===== config.mk =====
export PLATFORM = sky130hd
export DESIGN_NAME = cond_logic
export DESIGN_NICKNAME = d
export VERILOG_FILES = /design/src/rtl/core_pkg.sv /design/src/rtl/cond_check.sv /design/src/rtl/cond_logic.sv
export SDC_FILE = /design/constraint.sdc
export NUM_CORES = 1
export LEC_CHECK = 0
export CAP_MARGIN = 15
export CORE_MARGIN = 5
export CORE_UTILIZATION = 49
export CTS_CLUSTER_DIAMETER = 40
export CTS_CLUSTER_SIZE = 14
export DETAILED_ROUTE_END_ITERATION = 12
export GPL_ROUTABILITY_DRIVEN = 0
export PLACE_DENSITY = 0.87
export RECOVER_POWER = 25
export SLEW_MARGIN = 20
export SYNTH_ARGS = -nofsm -noshare
export SYNTH_HDL_FRONTEND = slang
export SYNTH_SLANG_ARGS = --single-unit

===== constraint.sdc =====
create_clock -name clk -period 3.17 [get_ports clk]
set_clock_uncertainty 0.2 [all_clocks]
set_input_delay 0.4755 -clock clk [delete_from_list [all_inputs] [get_ports clk]]
set_output_delay 0.4755 -clock clk [all_outputs]
set_load 0.005 [all_outputs]

===== src/rtl/core_pkg.sv =====
// Shared types for the ARM core execute path:
// condition codes and NZCV flag bit positions.
package core_pkg;

  typedef enum logic [3:0] {
    COND_EQ = 4'b0000,
    COND_NE = 4'b0001,
    COND_CS = 4'b0010,
    COND_CC = 4'b0011,
    COND_MI = 4'b0100,
    COND_PL = 4'b0101,
    COND_VS = 4'b0110,
    COND_VC = 4'b0111,
    COND_HI = 4'b1000,
    COND_LS = 4'b1001,
    COND_GE = 4'b1010,
    COND_LT = 4'b1011,
    COND_GT = 4'b1100,
    COND_LE = 4'b1101,
    COND_AL = 4'b1110,
    COND_NV = 4'b1111
  } cond_t;

  localparam int FLAG_N = 3;
  localparam int FLAG_Z = 2;
  localparam int FLAG_C = 1;
  localparam int FLAG_V = 0;

endpackage


===== src/rtl/cond_check.sv =====
// Combinational condition-code evaluator:
// tests a 4-bit cond field against NZCV.
module cond_check
  import core_pkg::*;
(
  input  logic [3:0] cond_i,
  input  logic [3:0] flags_i,
  output logic       cond_ex_o
);

  logic n, z, c, v;

  always_comb begin
    n = flags_i[FLAG_N];
    z = flags_i[FLAG_Z];
    c = flags_i[FLAG_C];
    v = flags_i[FLAG_V];
    cond_ex_o = 1'b0;
    unique case (cond_t'(cond_i))
      COND_EQ: cond_ex_o = z;
      COND_NE: cond_ex_o = ~z;
      COND_CS: cond_ex_o = c;
      COND_CC: cond_ex_o = ~c;
      COND_MI: cond_ex_o = n;
      COND_PL: cond_ex_o = ~n;
      COND_VS: cond_ex_o = v;
      COND_VC: cond_ex_o = ~v;
      COND_HI: cond_ex_o = c & ~z;
      COND_LS: cond_ex_o = ~c | z;
      COND_GE: cond_ex_o = (n == v);
      COND_LT: cond_ex_o = (n != v);
      COND_GT: cond_ex_o = ~z & (n == v);
      COND_LE: cond_ex_o = z | (n != v);
      COND_AL: cond_ex_o = 1'b1;
      COND_NV: cond_ex_o = 1'b0;
    endcase
  end

endmodule


===== src/rtl/cond_logic.sv =====
// Conditional-execution stage: NZCV register,
// write-enable gating and exec/skip counters.
module cond_logic
  import core_pkg::*;
#(
  parameter int CNT_W = 32
) (
  input  logic             clk,
  input  logic             n_reset,
  input  logic             en,
  input  logic [3:0]       cond,
  input  logic [3:0]       alu_flags,
  input  logic [1:0]       flag_w,
  input  logic             pcs,
  input  logic             reg_w,
  input  logic             mem_w,
  input  logic             no_write,
  output logic             cond_ex,
  output logic             pc_src,
  output logic             reg_write,
  output logic             mem_write,
  output logic [3:0]       flags,
  output logic             carry,
  output logic [CNT_W-1:0] exec_cnt,
  output logic [CNT_W-1:0] skip_cnt
);

  logic [3:0]       flags_q, flags_d;
  logic [CNT_W-1:0] exec_q, exec_d;
  logic [CNT_W-1:0] skip_q, skip_d;
  logic             go;

  cond_check u_check (
    .cond_i    (cond),
    .flags_i   (flags_q),
    .cond_ex_o (cond_ex)
  );

  // Enables drop combinationally while reset is held.
  assign go = en & cond_ex & n_reset;

  always_comb begin
    flags_d = flags_q;
    exec_d  = exec_q;
    skip_d  = skip_q;
    if (go && flag_w[1]) begin
      flags_d[FLAG_N] = alu_flags[FLAG_N];
      flags_d[FLAG_Z] = alu_flags[FLAG_Z];
    end
    if (go && flag_w[0]) begin
      flags_d[FLAG_C] = alu_flags[FLAG_C];
      flags_d[FLAG_V] = alu_flags[FLAG_V];
    end
    if (en) begin
      if (cond_ex) exec_d = exec_q + 1'b1;
      else         skip_d = skip_q + 1'b1;
    end
  end

  always_ff @(posedge clk) begin
    if (!n_reset) begin
      flags_q <= '0;
      exec_q  <= '0;
      skip_q  <= '0;
    end else begin
      flags_q <= flags_d;
      exec_q  <= exec_d;
      skip_q  <= skip_d;
    end
  end

  assign pc_src    = pcs & go;
  assign reg_write = reg_w & ~no_write & go;
  assign mem_write = mem_w & go;
  assign flags     = flags_q;
  assign carry     = flags_q[FLAG_C];
  assign exec_cnt  = exec_q;
  assign skip_cnt  = skip_q;

endmodule


==> results by stage <==
Outcome:
- The run finished with clean final reports.

Global route:
- The number of global-route vias before repair is 3,220.
- The initial antenna violation count is 0.
- Global routing consumed, over all layers together, 21.4% of the routing resources.
- The final global-route overflow total is 0.
- The maximum number of pins on one net before global-route repair is 33.
- The wire length of the first global-routing pass is 15,000 um.

Worst setup path:
- The register-to-register path setup slack is 0.47 ns.
- The number of cells traversed by the worst register-to-register path is 7.
- The sort of element at the end of the critical path is an output pin.
- In this run the critical register-to-register path is captured at exec_cnt[31].
- The type of element launching the critical path is an input pin.
- The worst setup path category is input pin to output pin.
- At the worst endpoint, the arrival time is 2.37 ns.
- Traced cell by cell, the critical path runs through dlygate4sd2_1 > buf_4 > o221ai_4 > mux2_4 > nor2_4 > and4b_1 > clkdlybuf4s50_1.
- The largest single stage delay on the critical path is 0.50 ns.
- At the worst endpoint, the required time is 2.49 ns.
- In this run the worst path has a maximum fanout of 6.
- The slowest stage of the critical path belongs to the cell clkdlybuf4s50_1.
- The startpoint identified for the worst register-to-register timing path is flags[3].

Logic synthesis:
- Summing every instance area after synthesis gives 3370 um^2.
- Summing the sequential cell areas from Yosys gives 40.4% of the chip area.
- After synthesis the netlist holds a flip-flop and latch count of 68.
- The simple-gate portion of the synthesized area is 31.1%.
- The xor/xnor cell area share of the yosys netlist is 9.09%.
- Sorting the synthesized cells by how often they occur yields 68 x dfxtp_1, 42 x nor2_1, 28 x a21oi_1, 27 x nand4_1, 26 x o21ai_0.
- The largest family of logic cells by synthesized area is simple AND/OR/NAND/NOR gates.
- Counting every instance in the synthesized netlist gives 406.
- By area the synthesized netlist is led by dfxtp_1 40%, xnor2_1 5.7%, nand4_1 5.0%.
- For this run, the number of Yosys warnings is 0.
- The biggest area contributor in the post-synthesis netlist is dfxtp_1.
- After Yosys synthesis, full adders, half adders and majority gates account for 0.742% of the synthesized area.
- The post-synthesis net count is 425.
- Dividing the synthesized area by the synthesized cell count gives 8.31 um^2.
- Measured against the total synthesized area, the mux share comes to 3.15%.
- The async set-or-reset flop fraction in the synthesized netlist is 0%.
- The most frequent cell after synthesis is dfxtp_1.
- The complex-gate fraction of the synthesized area is 12.1%.
- For this run, the leading register cell type out of synthesis is dfxtp_1.
- The number of enable flip-flop cells after synthesis is 0.
- The fraction of post-synthesis cell area in the top cell type by area is 40.4%.
- The distinct cell type count of the synthesized netlist is 42.

Route:
- The via count of the routed design is 3,495.
- Dividing the detail-routed wire length by the instance count gives 15.6 um.
- The number of optimization iterations in the first detailed-route pass is 5.
- The count of nets left with antenna violations once routing finished came out at 0.
- In the routed layout, each cell is associated on average with a via count of 5.89.
- The overall routed net length is 9230 um.
- The number of DRC violations after detailed-routing iteration 0 is 233.
- For this run, design rule violations remaining after detail routing come to 0.

Timing:
- The number of max-slew violations in the final report was 0.
- The final period demand of the worst path is 3.04 ns.
- Setup violations remaining at the end of the flow were counted as 0.
- After layout, the worst path uses 96.0% of the clock period.
- The slew at the pin with the worst max-slew slack is 0.477 ns.
- The headroom to the max-slew limit is 68.0%.
- The post-route setup TNS is 0 ns.
- The maximum achievable frequency is 329 MHz.
- The hold violation count in the final report is 0.
- Setup repair after global routing left no endpoint under its margin.

Floorplan:
- The core region is 6760 um^2.
- The count of pins on the block boundary is 90.
- Measured along the y axis, the die boundary spans 93.0 um.
- The die span in x is 93.0 um.
- The count of standard-cell rows is 30.
- The area of the die is 8640 um^2.
- For this configuration, the core starts out at a cell density of 49.9%.

Clocking:
- The clock tree synthesis step divided the H-tree into 3 levels.
- The master cell of the clock root buffer is clkbuf_8.
- In this run the post-CTS setup repair buffer count came out at 0.
- In this run, post-CTS hold repair placed 0 buffers.
- After clock tree synthesis, the clock-pin slew on the worst setup and hold paths is 0.07 ns.
- At the later pin of the worst-skew pair, clock insertion delay measures 0.35 ns.
- The number of cells upsized or downsized after cts is 8.
- In this run the deepest clock path goes through 2 buffers.
- The number of clock buffers added by TritonCTS is 9.
- The number of sinks handled by clock tree synthesis is 68.
- The clock tree from TritonCTS is done.

Layout:
- For this run, the share of the core covered by cells in the final layout is 69.9%.
- The final net count is 527.
- The share of post-route cells with drive strength above 1 is 10.1%.
- The layout overhead on the synthesized area is 40.1%.
- Registers take 1360 um^2.
- Fill cells in the final layout number 513.
- 0 antenna diodes ended up in the layout.
- In the final layout, the multi-input gates occupy 1930 um^2.

Power and ir drop:
- Summing internal, switching and leakage power gives 1.92 mW.
- The worst IR drop on VDD is 0.290 mV.
- Power spread over the standard cell area amounts to 407 nW/um^2.
- The reported leakage power is 1.76 nW.

Worst hold path:
- The tightest min-delay check is of the register to register type.
- The end point of the worst hold path is skip_cnt[31].
- The critical hold path startpoint is skip_cnt[31].
- The number of cells on the worst hold path is 2.

Placed design:
- Summed over all nets, the half-perimeter wirelength after detailed placement is 6650 um.
- The count of buffers inserted at the top-level ports is 89.

Job:
- The tool flagged a number of max-cap violations equal to 0.
==> layer usage <==
metal  GRT usage [%]  share of wire [%]  vias up
li1                -                  -     1684
met1            26.6                 43     1662
met2            35.7                 49      126
met3            6.17                6.2       23
met4            6.84                1.9        0
met5               0                  0        -
==> worst max-delay path by stage <==
stage / startpoint / to / slack, ns / cells past startpoint
global placement: cond[2] / reg_write / -0.23 / 7
global route: cond[1] / reg_write / 0.04 / 8
detailed placement: cond[2] / reg_write / -0.30 / 7
CTS: cond[0] / reg_write / 0.007 / 7
finish: cond[1] / reg_write / 0.13 / 7
floorplan: cond[2] / exec_cnt[29] / 0.56 / 7
==> layout make-up <==
cell class / count / area share, %
inverter: 7 / 0.556
tap: 80 / 2.12
clock inverter: 6 / 2.36
sequential: 68 / 28.8
timing repair buffer: 112 / 22.5
clock buffer: 10 / 2.91
multi-input combinational: 310 / 40.8
==> where the power goes <==
group | switching, mW | leakage, nW | internal, mW
clock | 0.339 | 0.122 | 0.544
sequential | 0.0103 | 0.548 | 0.861
combinational | 0.0916 | 1.08 | 0.0794
==> cells by family after synthesis <==
family / count (synthesis)
and+or+nand+nor: 193
adders and majority gates: 2
DFF: 68
buffers and inverters: 28
xor gates and xnor gates: 35
muxes: 10
AOI/OAI and AO/OA: 70
==> per-stage QoR <==
step	instance area (um^2)	instances	hold WS (ns)	setup WS (ns)
after floorplan	3370	406	0.271	0.564
after global placement	4450	577	0.269	-0.230
after detailed placement	4450	577	0.293	-0.303
after CTS	4720	593	0.303	0.00696
after global routing	4730	593	0.322	0.0414
final	4730	593	0.300	0.127
==> sequential cells by signal (all words and copies together), names as in the netlist <==
signal / flops
exec_cnt: 32
flags: 4
skip_cnt: 32
==> layout by cell type, fill, tap and decap left out, drive strengths merged, types with 2 or more instances in the layout <==
master         instances
and4                   6
xor2                  13
o211ai                 3
nand2                 22
o31ai                  3
nand3                 24
nor4                   5
clkdlybuf4s50         50
clkinv                 2
o21ai                 27
and2                   4
nand2b                 4
buf                   23
dlygate4sd3           35
clkbuf                11
nand4                 27
xnor2                 22
a21oi                 28
inv                    7
or4                    5
mux2                   2
nor2                  42
dlymetal6s2s           2
nor3b                  3
o2111ai                5
dfxtp                 68
and3                  11
nor3                  13
ha                     2
mux2i                  8
or3                   21
bufinv                 3
==> critical path: cells and delay by family <==
family,cells,cell delay [ns]
and+or+nand+nor,2,0.36
AOI/OAI and AO/OA,1,0.22
buffers and inverters,3,0.96
muxes,1,0.35
No activity file was read; power rests on OpenSTA's default activity.
